`src/rtl/pb_conditioner.sv`:
```
// pb_conditioner
//   Pushbutton / switch input conditioner. Each pushbutton passes through a
//   2-flop synchroniser, a debounce counter and a RELEASED/HELD state machine.
//   The result is a one-cycle press strobe plus a debounced level. Switches
//   only pass through a 2-flop synchroniser.
//
//   Optional feature macro: PB_AUTOREPEAT_EN
//     When defined, this adds the RPT_DELAY and RPT_RATE parameters. A held
//     button then re-strobes pb_pulse RPT_DELAY cycles after the press, and
//     every RPT_RATE cycles after that until it is released.
//
// Ports:
//   clk       in   system clock, rising edge
//   rst_n     in   asynchronous active-low reset
//   pb_raw    in   [NUM_PB-1:0] raw pushbutton pins (active high, bouncy)
//   sw_raw    in   [SW_W-1:0]   raw switch pins
//   pb_pulse  out  [NUM_PB-1:0] one-cycle strobe per accepted press
//   pb_level  out  [NUM_PB-1:0] debounced button level (1 = held)
//   sw_sync   out  [SW_W-1:0]   synchronised switch value
module pb_conditioner #(
  parameter int NUM_PB    = 5,
  parameter int DB_CYCLES = 1000000,
  parameter int CNT_W     = 20,
  parameter int SW_W      = 4
`ifdef PB_AUTOREPEAT_EN
  ,
  parameter int RPT_DELAY = 25000000,
  parameter int RPT_RATE  = 5000000
`endif
) (
  input  logic              clk,
  input  logic              rst_n,
  input  logic [NUM_PB-1:0] pb_raw,
  input  logic [SW_W-1:0]   sw_raw,
  output logic [NUM_PB-1:0] pb_pulse,
  output logic [NUM_PB-1:0] pb_level,
  output logic [SW_W-1:0]   sw_sync
);

  typedef enum logic {
    RELEASED = 1'b0,
    HELD     = 1'b1
  } pb_state_t;

  // The last count value before the level change is accepted.
  localparam logic [CNT_W-1:0] CNT_MAX = CNT_W'(DB_CYCLES - 1);

`ifdef PB_AUTOREPEAT_EN
  localparam logic [31:0] RPT_DELAY_MAX = 32'(RPT_DELAY - 1);
  localparam logic [31:0] RPT_RATE_MAX  = 32'(RPT_RATE - 1);
`endif

  logic [NUM_PB-1:0] pb_s1_r;
  logic [NUM_PB-1:0] pb_s2_r;
  logic [SW_W-1:0]   sw_s1_r;
  logic [SW_W-1:0]   sw_s2_r;

  // Two-flop synchronisers for every button and switch pin.
  always_ff @(posedge clk or negedge rst_n) begin
    if (!rst_n) begin
      pb_s1_r <= {NUM_PB{1'b0}};
      pb_s2_r <= {NUM_PB{1'b0}};
      sw_s1_r <= {SW_W{1'b0}};
      sw_s2_r <= {SW_W{1'b0}};
    end else begin
      pb_s1_r <= pb_raw;
      pb_s2_r <= pb_s1_r;
      sw_s1_r <= sw_raw;
      sw_s2_r <= sw_s1_r;
    end
  end

  assign sw_sync = sw_s2_r;

  genvar g;
  generate
    for (g = 0; g < NUM_PB; g++) begin : g_ch
      pb_state_t        state_r;
      pb_state_t        state_nxt_s;
      logic [CNT_W-1:0] cnt_r;
      logic [CNT_W-1:0] cnt_nxt_s;
      logic             pulse_r;
      logic             pulse_nxt_s;
`ifdef PB_AUTOREPEAT_EN
      logic [31:0]      rpt_r;
      logic [31:0]      rpt_nxt_s;
      logic             rpt_phase_r;      // 0: waiting for the first repeat, 1: repeating at RPT_RATE
      logic             rpt_phase_nxt_s;
`endif

      // Next-state, debounce count and press strobe for this channel.
      always_comb begin
        state_nxt_s = state_r;
        cnt_nxt_s   = cnt_r;
        pulse_nxt_s = 1'b0;
`ifdef PB_AUTOREPEAT_EN
        rpt_nxt_s       = rpt_r;
        rpt_phase_nxt_s = rpt_phase_r;
`endif
        case (state_r)
          RELEASED: begin
`ifdef PB_AUTOREPEAT_EN
            rpt_nxt_s       = 32'd0;
            rpt_phase_nxt_s = 1'b0;
`endif
            if (pb_s2_r[g] && (cnt_r == CNT_MAX)) begin
              state_nxt_s = HELD;
              cnt_nxt_s   = {CNT_W{1'b0}};
              pulse_nxt_s = 1'b1;
            end else begin
              // Any sample that matches the current level restarts the count.
              cnt_nxt_s = pb_s2_r[g] ? (cnt_r + CNT_W'(1)) : {CNT_W{1'b0}};
            end
          end
          HELD: begin
            if (!pb_s2_r[g] && (cnt_r == CNT_MAX)) begin
              // Release wins over a repeat that falls on the same edge.
              state_nxt_s = RELEASED;
              cnt_nxt_s   = {CNT_W{1'b0}};
`ifdef PB_AUTOREPEAT_EN
              rpt_nxt_s       = 32'd0;
              rpt_phase_nxt_s = 1'b0;
`endif
            end else begin
              cnt_nxt_s = pb_s2_r[g] ? {CNT_W{1'b0}} : (cnt_r + CNT_W'(1));
`ifdef PB_AUTOREPEAT_EN
              if (rpt_r == (rpt_phase_r ? RPT_RATE_MAX : RPT_DELAY_MAX)) begin
                pulse_nxt_s     = 1'b1;
                rpt_nxt_s       = 32'd0;
                rpt_phase_nxt_s = 1'b1;
              end else begin
                rpt_nxt_s = rpt_r + 32'd1;
              end
`endif
            end
          end
          default: begin
            state_nxt_s = RELEASED;
            cnt_nxt_s   = {CNT_W{1'b0}};
          end
        endcase
      end

      // Channel state, counters and registered strobe.
      always_ff @(posedge clk or negedge rst_n) begin
        if (!rst_n) begin
          state_r <= RELEASED;
          cnt_r   <= {CNT_W{1'b0}};
          pulse_r <= 1'b0;
`ifdef PB_AUTOREPEAT_EN
          rpt_r       <= 32'd0;
          rpt_phase_r <= 1'b0;
`endif
        end else begin
          state_r <= state_nxt_s;
          cnt_r   <= cnt_nxt_s;
          pulse_r <= pulse_nxt_s;
`ifdef PB_AUTOREPEAT_EN
          rpt_r       <= rpt_nxt_s;
          rpt_phase_r <= rpt_phase_nxt_s;
`endif
        end
      end

      assign pb_pulse[g] = pulse_r;
      assign pb_level[g] = (state_r == HELD);
    end
  endgenerate

endmodule

```
`config.mk`:
```
export PLATFORM = sky130hd
export DESIGN_NAME = pb_conditioner
export DESIGN_NICKNAME = d
export VERILOG_FILES = /design/src/rtl/pb_conditioner.sv
export SDC_FILE = /design/constraint.sdc
export NUM_CORES = 1
export LEC_CHECK = 0
export CORE_MARGIN = 2
export CORE_UTILIZATION = 40
export DETAILED_ROUTE_END_ITERATION = 8
export PLACE_DENSITY = 0.71
export SLEW_MARGIN = 5
export SYNTH_ARGS = -nofsm -noshare
export SYNTH_HDL_FRONTEND = slang
export SYNTH_SLANG_ARGS = --single-unit
export TNS_END_PERCENT = 1
```
`constraint.sdc`:
```
create_clock -name clk -period 2.1 [get_ports clk]
set_clock_uncertainty 0.1 [all_clocks]
set_input_delay 0.315 -clock clk [delete_from_list [all_inputs] [get_ports clk]]
set_output_delay 0.315 -clock clk [all_outputs]
set_load 0.05 [all_outputs]
```
==> summary.md <==
| Metric | Value |
|---|---|
| Outcome | `completed` |
| Synth Flop Type | `dfrtp_1` |
| Endpoint type of the worst setup path | `register` |
| Synth cell types | `41` |
| PortBufs | `24` |
| Clock Tree Buf Depth | `2` |
| Hold Vio Cnt, Final | `0` |
| Htree depth | `4` |
| Clk_lat worst skew | `0.42 ns` |
| Hold depth | `1` |
| Clock-pin slew on the worst setup and hold paths | `0.06 ns` |
| Worst reg2reg path depth | `4` |
| Register share of total power | `44.4%` |
| CTS buffer count | `17` |
| DRT antenna net count | `0` |
| Comb pwr share | `3.7%` |
| Area Growth Syn to Fin | `22.36%` |
| Routability congestion estimate | `0.8705` |
| Area contributors post-synth | `dfrtp_1 54%, xor2_1 5.9%, nor2_1 4.7%` |
| Syn nets | `586` |
| Clock share of power | `52.0%` |
| Cell taking the most area after synthesis | `dfrtp_1` |
| Cells after Synth | `570` |
| Final period util | `99.80%` |
| Fillers | `1312` |
| Die W | `126.1 um` |
| Placed inst area | `6616 sq um` |
| Multi-input gate area | `2631 sq um` |
| CP startpoint kind | `register` |
| FMAX | `477.1 MHz` |
| Slew Limit Fails | `0` |
| Layout Utilization | `50.22%` |
| Nets | `645` |
| DIE AREA | `15910 sq um` |
| Syn avg cell area | `10.47 sq um` |
| Vias | `4408` |
| Internal power | `0.004539 W` |
| Standard-cell rows | `44` |
| Core area | `14530 sq um` |
| Vias in the first global route | `4503` |
| EDFF count, synth | `0` |
| # diodes | `0` |
| Fraction of registers with async set/reset | `100.0%` |
| Hold Crit Class | `input pin to register` |
| Initial Util | `41.05%` |
| CTS Sinks | `128` |
| First-pass GRT wire length | `20570 um` |
| CP Class | `register to register` |
| Slew headroom | `65.14%` |
| CTS tree | `done` |
| GRT Util Overall | `16.09%` |
| Drt wl/cell | `14.52 um` |
| R2R Path Start | `g_ch[3].cnt_r[12]$_DFF_PN0_` |
| RSZ-0062 raised after global routing | `true` |
| DRC errors left | `0` |
| Actual slew at the worst max-slew pin | `0.5220 ns` |
| Most frequent cells in the layout | `128 x dfrtp_1, 74 x nor2_1, 40 x xor2_1` |
| Top-area cell type share of the netlist area | `53.69%` |
| Sequential element share of the synthesized area | `53.69%` |
| Synth Warn # | `0` |
| Most common cell after layout, fill and taps aside | `dfrtp_1` |
| DR pass1 iterations | `5` |
| P per Cell Area | `786.5 nW/um^2` |
| Critical Path RT | `2.30 ns` |
| Setup TNS | `0 ns` |
| Chip height | `126.1 um` |
| Initial DRC Count | `225` |
| Detailed-placement wirelength estimate | `8206 um` |
| #FFs+latches synth | `128` |
| Clock root cell | `clkbuf_16` |
| VDD IR-drop max | `0.0006071 V` |
| Area of the mapped netlist | `5966 sq um` |
| Final setup vio count | `0` |
| Crit. Startpoint | `g_ch[3].cnt_r[12]$_DFF_PN0_` |
| Via-per-instance ratio | `5.337` |
| Final min period | `2.096 ns` |
| WL final | `12000 um` |
| Largest net degree at the start of global routing | `37` |
| Post-route cell area | `7300 sq um` |
| Grt ovf | `0` |
| NetSw | `0.001202 W` |
| MaxCap Viol Count | `0` |
| Share of cells above drive strength 1 | `15.26%` |
| Arrival @ worst endpoint | `2.30 ns` |
| Switch share | `20.94%` |
| # IOs | `25` |
| Static Leak | `3.093 nW` |
| R2R Setup Slk | `0.004 ns` |
| Reg area | `3203 sq um` |
| Maximum fanout along the worst path | `2` |
| Overall power | `0.005741 W` |
| Antenna violations before repair | `0` |
## metal layers
| layer | track usage, % | vias to the layer above | wire (um) |
|---|---|---|---|
| met2 | 25.87 | 83 | 5837 |
| met1 | 19.94 | 2162 | 5482 |
| met3 | 4.291 | 21 | 391 |
| met4 | 8.339 | 0 | 284 |
| met5 | 0 | - | 0 |
| li1 | - | 2142 | - |
## registers in the layout (all words and copies together) (netlist names), named ones only
| signal | count |
|---|---|
| pb_s1_r | 5 |
| g_ch.pulse_r | 5 |
| g_ch.cnt_r | 100 |
| sw_sync | 4 |
| pb_s2_r | 5 |
| sw_s1_r | 4 |
## synth_stat cells, types with 3 or more instances
master,n
dfrtp_1,128
nor2_1,75
xor2_1,40
nand2_1,35
nand3_1,34
xnor2_1,28
a21oi_1,27
nand4_1,25
or4_1,20
o21ai_0,16
or3_1,15
and4_1,14
inv_1,11
o31ai_1,11
buf_2,10
buf_4,10
nor3_1,10
nor4_1,9
and2_1,6
nor4b_1,6
ha_1,5
mux2_2,5
and3_1,4
clkbuf_1,3
## worst min-delay path by stage
| stage | start | to | slack [ns] |
|---|---|---|---|
| global placement | rst_n | g_ch[3].cnt_r[0]$_DFF_PN0_ | 0.21 |
| finish | sw_raw[2] | sw_s1_r[2]$_DFF_PN0_ | 0.24 |
| floorplan | rst_n | asynchronous set/reset pin | -0.08 |
| global route | sw_raw[2] | sw_s1_r[2]$_DFF_PN0_ | 0.22 |
| detailed placement | rst_n | g_ch[3].cnt_r[3]$_DFF_PN0_ | 0.22 |
| CTS | sw_raw[2] | sw_s1_r[2]$_DFF_PN0_ | 0.21 |
## power groups by stage
stage / Clock, W / Combinational, W / Sequential [W]
2_1_floorplan: 0 / 0.0000764 / 0.00259
3_3_place_gp: 0 / 0.000203 / 0.00258
3_5_place_dp: 0 / 0.000210 / 0.00259
4_1_cts: 0.00306 / 0.000212 / 0.00254
5_1_grt: 0.00317 / 0.000240 / 0.00255
6_report: 0.00298 / 0.000212 / 0.00255
## layout make-up
| cell class | count | area share (%) |
|---|---|---|
| timing repair buffer | 64 | 8.039 |
| sequential | 128 | 43.88 |
| clock inverter | 11 | 1.868 |
| inverter | 11 | 0.5656 |
| clock buffer | 21 | 6.445 |
| multi-input combinational | 407 | 36.05 |
| tap | 184 | 3.154 |
## timing repair
action                                  CTS  global route
pin swaps                                 0             4
resized for setup                         1            15
hold buffers                              1             0
setup buffers                             0             1
hold endpoints to repair                 32             0
endpoints found under the setup margin    2            22
## critical path, stage by stage, from the launching register on
cell     delay (ns)
dfrtp_1        0.37
or4_1          0.51
or4_4          0.55
nor2_2         0.11
mux2_2         0.33
## cells by family (layout without fill, tap and decap cells)
group / count (synthesis) / in the layout / share of synthesized area, %
adders and majority gates: 5 / 5 / 1.049
and+or+nand+nor: 270 / 270 / 24.56
DFF: 128 / 128 / 53.69
AOI/OAI and AO/OA: 58 / 58 / 6.439
muxes: 6 / 6 / 1.112
xor gates and xnor gates: 68 / 68 / 9.983
buffers and inverters: 35 / 107 / 3.167
## metrics by stage
stage | setup WS [ns] | cells | hold WS (ns)
global route | -0.05917 | 826 | 0.2205
detailed placement | 0.006320 | 792 | 0.2192
floorplan | 0.01075 | 570 | -0.08059
CTS | -0.01098 | 825 | 0.2110
global placement | 0.006071 | 792 | 0.2139
finish | 0.004162 | 826 | 0.2352
(Power assumes the default switching activity.)
